===== src/rtl/mem_load_unit.sv =====
// Single-read load unit: one byte-addressed memory read per request. The read
// word is turned into a word, an extended halfword/byte, or an exception vector.
module mem_load_unit #(
  parameter int READ_LATENCY = 1
) (
  input  logic        clk,
  input  logic        reset,
  input  logic        start,
  input  logic [2:0]  mode,
  input  logic [31:0] addr,
  input  logic [1:0]  exc_sel,
  input  logic [31:0] mem_rdata,
  output logic [31:0] mem_addr,
  output logic        mem_rd,
  output logic        busy,
  output logic        done,
  output logic        fault,
  output logic [31:0] rdata
);

  localparam logic [2:0] LAT = 3'(READ_LATENCY);

  typedef enum logic [1:0] {
    IDLE = 2'd0,
    REQ  = 2'd1,
    DONE = 2'd2
  } state_t;

  state_t      state_reg, state_next;
  logic [2:0]  cnt_reg, cnt_next;
  logic [31:0] eff_reg, eff_next;
  logic [2:0]  mode_reg, mode_next;
  logic        fault_reg, fault_next;
  logic [31:0] rdata_reg, rdata_next;

  logic        req_legal;
  logic [31:0] req_eff;
  logic [7:0]  byte_lane [4];
  logic [7:0]  lane_byte;
  logic [15:0] lane_half;
  logic [31:0] extracted;

  // Request decode: legality and effective byte address.
  always_comb begin
    req_legal = 1'b1;
    req_eff   = addr;
    case (mode)
      3'b000:         req_legal = (addr[1:0] == 2'b00);
      3'b001, 3'b010: req_legal = (addr[0] == 1'b0);
      3'b011, 3'b100: req_legal = 1'b1;
      3'b101: begin
        case (exc_sel)
          2'b00:   req_eff = 32'h0000_00FD;
          2'b01:   req_eff = 32'h0000_00FE;
          2'b10:   req_eff = 32'h0000_00FF;
          default: req_legal = 1'b0;
        endcase
      end
      default:        req_legal = 1'b0;
    endcase
  end

  for (genvar gi = 0; gi < 4; gi++) begin : g_lane
    assign byte_lane[gi] = mem_rdata[8*gi +: 8];
  end

  assign lane_byte = byte_lane[eff_reg[1:0]];
  assign lane_half = eff_reg[1] ? mem_rdata[31:16] : mem_rdata[15:0];

  always_comb begin
    case (mode_reg)
      3'b000:         extracted = mem_rdata;
      3'b001:         extracted = {{16{lane_half[15]}}, lane_half};
      3'b010:         extracted = {16'h0000, lane_half};
      3'b011:         extracted = {{24{lane_byte[7]}}, lane_byte};
      3'b100, 3'b101: extracted = {24'h000000, lane_byte};
      default:        extracted = 32'h0000_0000;
    endcase
  end

  always_comb begin
    state_next = state_reg;
    cnt_next   = cnt_reg;
    eff_next   = eff_reg;
    mode_next  = mode_reg;
    fault_next = fault_reg;
    rdata_next = rdata_reg;
    mem_rd     = 1'b0;
    mem_addr   = 32'h0000_0000;
    busy       = 1'b1;
    done       = 1'b0;
    fault      = 1'b0;
    case (state_reg)
      IDLE: begin
        busy     = 1'b0;
        cnt_next = 3'd0;
        if (start) begin
          if (req_legal) begin
            eff_next   = req_eff;
            mode_next  = mode;
            fault_next = 1'b0;
            cnt_next   = 3'd1;
            state_next = REQ;
          end else begin
            // Illegal requests skip memory entirely and report at once.
            fault_next = 1'b1;
            rdata_next = 32'h0000_0000;
            state_next = DONE;
          end
        end
      end
      REQ: begin
        mem_rd   = 1'b1;
        mem_addr = {eff_reg[31:2], 2'b00};
        if (cnt_reg == LAT) begin
          rdata_next = extracted;
          fault_next = 1'b0;
          cnt_next   = 3'd0;
          state_next = DONE;
        end else begin
          cnt_next = cnt_reg + 3'd1;
        end
      end
      DONE: begin
        done       = 1'b1;
        fault      = fault_reg;
        state_next = IDLE;
      end
      default: begin
        state_next = IDLE;
      end
    endcase
  end

  always_ff @(posedge clk) begin
    if (reset) begin
      state_reg <= IDLE;
      cnt_reg   <= 3'd0;
      eff_reg   <= 32'h0000_0000;
      mode_reg  <= 3'd0;
      fault_reg <= 1'b0;
      rdata_reg <= 32'h0000_0000;
    end else begin
      state_reg <= state_next;
      cnt_reg   <= cnt_next;
      eff_reg   <= eff_next;
      mode_reg  <= mode_next;
      fault_reg <= fault_next;
      rdata_reg <= rdata_next;
    end
  end

  assign rdata = rdata_reg;

endmodule


===== config.mk =====
export PLATFORM = sky130hd
export DESIGN_NAME = mem_load_unit
export DESIGN_NICKNAME = d
export VERILOG_FILES = /design/src/rtl/mem_load_unit.sv
export SDC_FILE = /design/constraint.sdc
export NUM_CORES = 1
export LEC_CHECK = 0
export ABC_AREA = 1
export ABC_CLOCK_PERIOD_IN_PS = 2900
export CORE_ASPECT_RATIO = 0.6
export CORE_UTILIZATION = 49
export CTS_CLUSTER_DIAMETER = 50
export DETAILED_ROUTE_END_ITERATION = 8
export PLACE_DENSITY = 0.84
export REMOVE_ABC_BUFFERS = 1
export SYNTH_ARGS = -nofsm -noshare
export SYNTH_HDL_FRONTEND = slang
export SYNTH_SLANG_ARGS = --single-unit

===== constraint.sdc =====
create_clock -name clk -period 2.9 [get_ports clk]
set_input_delay 0.435 -clock clk [delete_from_list [all_inputs] [get_ports clk]]
set_output_delay 0.435 -clock clk [all_outputs]
set_load 0.02 [all_outputs]

==> results_dict.tcl <==
set metrics [dict create \
    synth_largest_area_cell "dfxtp_1" \
    start_util_pct 50.7 \
    postCtsHoldBufs 0 \
    htreeDepth 3 \
    core_sq_um 7910 \
    required_ns 2.47 \
    grt_max_degree 38 \
    synth_fa_ha_area_share_pct 1.25 \
    powerDensity_nw_per_um2 527 \
    synth.avg_cell_area_sq_um 6.87 \
    fp.dieH_microns 72.1 \
    place_hpwl_mm 8.52 \
    synth_xor_area_share_pct 0.437 \
    fmax_ghz 0.392 \
    cp.arrival_ns 2.11 \
    regToRegSetupSlack_ns 0.90 \
    setup_violations 0 \
    drive_above_1_share_pct 11.4 \
    drv_slew 0 \
    clock_skew_ns 0.00909 \
    ys_warn_count 0 \
    postCtsResizedCells 0 \
    synthSimpleGateAreaFrac_pct 31.7 \
    clk_path_buf_depth 2 \
    io_buffers 137 \
    grt_usage_pct 28.6 \
    synth_top_family_by_area "simple AND/OR/NAND/NOR gates" \
    async_reset_ff_share_pct 0 \
    wire_per_inst_microns 15.0 \
    cts_setup_buffers 0 \
    die_area_sq_um 8570 \
    ys_ff_latch 73 \
    synth_cells 584 \
    rows 25 \
    postRouteAntennaNets 0 \
    stdcell_area_sq_um 5680 \
    drtPass1Iterations 5 \
    critical_path_class "reg2out" \
    power_mw 2.99 \
    synthDistinctLibCells 35 \
    path_cells "inv_2 > nor2_2 > inv_1 > buf_4 > nor2_1 > clkdlybuf4s50_1" \
    max_cap_viol_count 0 \
    critPathMaxStageDelay_ns 0.63 \
    gp_congestion 0.823 \
    root_buffer "clkbuf_16" \
    grt_antenna_before_repair 0 \
    antennaDiodeCount 0 \
    hold_ws_ns 0.466 \
    grt_pass1_vias 4080 \
    cts_tree "built" \
    synth_edf_count 0 \
    dpl.cell_count 800 \
    clk_pin_slew_worst_paths_ns 0.06 \
    cp_max_fo 30 \
    start_kind "register" \
    min_period_over_period_pct 87.9 \
    status "finished clean" \
    die-width_microns 119 \
    hold_viol 0 \
    fin_tns_setup_ns 0 \
    wl_mm 12.3 \
    synth_mux_area_share_pct 0 \
    crit_path_end_kind "output port" \
    area_growth_pct 41.5 \
    finalCriticalPeriod_ns 2.55 \
    p_leak_nw 2.22 \
    final_cell_count_no_fill 816 \
    dpl_cell_area_sq_um 5360 \
    drc 0 \
    synth_commonest_cells "nand2_1, dfxtp_1, nand3_1, nor2_1, inv_1" \
    yosysTopAreaCellShare_pct 36.4 \
    ys_top_cells_by_area "dfxtp_1, nand2_1, nand3_1, nor2_1, inv_1" \
    yosysSeqAreaShare_pct 36.4 \
    vdd_drop_max_uv 349 \
    crit_path_top_delay_cell "clkdlybuf4s50_1" \
    slew_headroom_pct 48.9 \
    gr-total-overflow 0 \
    vias_per_cell 5.40 \
    drt_iter0_markers 461 \
    cts.sinks 73 \
    io_pins 140 \
    vias 4407 \
    syn_area_sq_um 4010 \
    rsz0062_at_grt "false" \
    synth_compound_area_share_pct 18.7 \
    synth-main-ff-cell "dfxtp_1" \
    hold_class "reg2reg" \
    clkLatencyLatePin_ns 0.33 \
    grt_pass1_wl_mm 19.6 \
    nets 779 \
    worst_pin_slew_ns 0.761 \
    numCtsBuffers 9 \
    synth_most_common_cell "nand2_1" \
]
[per-layer routing]
layer | share of wire, % | wire [microns] | up-vias | GRT usage, %
li1 | - | - | 2139 | -
met1 | 47 | 5730 | 2057 | 39.0
met2 | 46 | 5590 | 193 | 45.9
met3 | 6.5 | 799 | 18 | 6.53
met4 | 1.1 | 138 | 0 | 8.16
met5 | 0 | 0 | - | 0
[metrics by stage]
| stage | setup WS, ns | utilization [%] |
|---|---|---|
| 6_report | 0.350 | 71.7 |
| 5_1_grt | 0.231 | 71.7 |
| 4_1_cts | 0.351 | 71.7 |
| 3_5_place_dp | 0.404 | 67.7 |
| 3_3_place_gp | 0.514 | 67.7 |
| 2_1_floorplan | 0.622 | - |
[cell usage in the layout, fill, tap and decap left out, drive strengths merged, types with 2 or more instances in the layout]
cell type and instances:
a21oi 41, a22oi 8, buf 9, bufinv 2, clkbuf 10, clkdlybuf4s50 136, clkinv 3, clkinvlp 2
conb 2, dfxtp 73, ha 4, inv 61, nand2 150, nand3 59, nor2 61, nor3 8
o211ai 15, o21ai 28, o22ai 24, or2 7, xor2 2
[cell type report]
type	count	area, sq um
fillers	624	2240
multi-input cells	412	2100
flip-flops and latches	73	1460
repair buffers	145	1430
inverters	62	235
clock buffers	10	229
well taps	108	135
clock inverters	6	92.6
[power by group]
group	total (mW)	internal, mW	leakage (nW)	switching (mW)
logic	0.717	0.285	1.47	0.433
clock network	1.19	0.756	0.149	0.435
registers	1.09	1.06	0.593	0.0284
[logic make-up after synthesis]
kind of cell	Yosys count
compound gates	116
xor+xnor	2
fa+ha+maj	4
buf+inv	100
flops	73
other cells	1
simple gates	288
[final timing paths]
kind	start	end	cells after the start
hold / removal	rdata[6]	rdata[6]	2
setup reg to reg	eff_reg[1]	rdata[18]	9
hold reg to reg	rdata[6]	rdata[6]	2
setup / recovery	state_reg[0]	mem_addr[5]	6
[worst max-delay path, delay by kind of cell (launching register included)]
kind	cells	cell delay (ns)
buffers and inverters	4	1.01
flip-flops	1	0.35
AND/OR/NAND/NOR	2	0.41
Power figures use the tool's default switching activity.
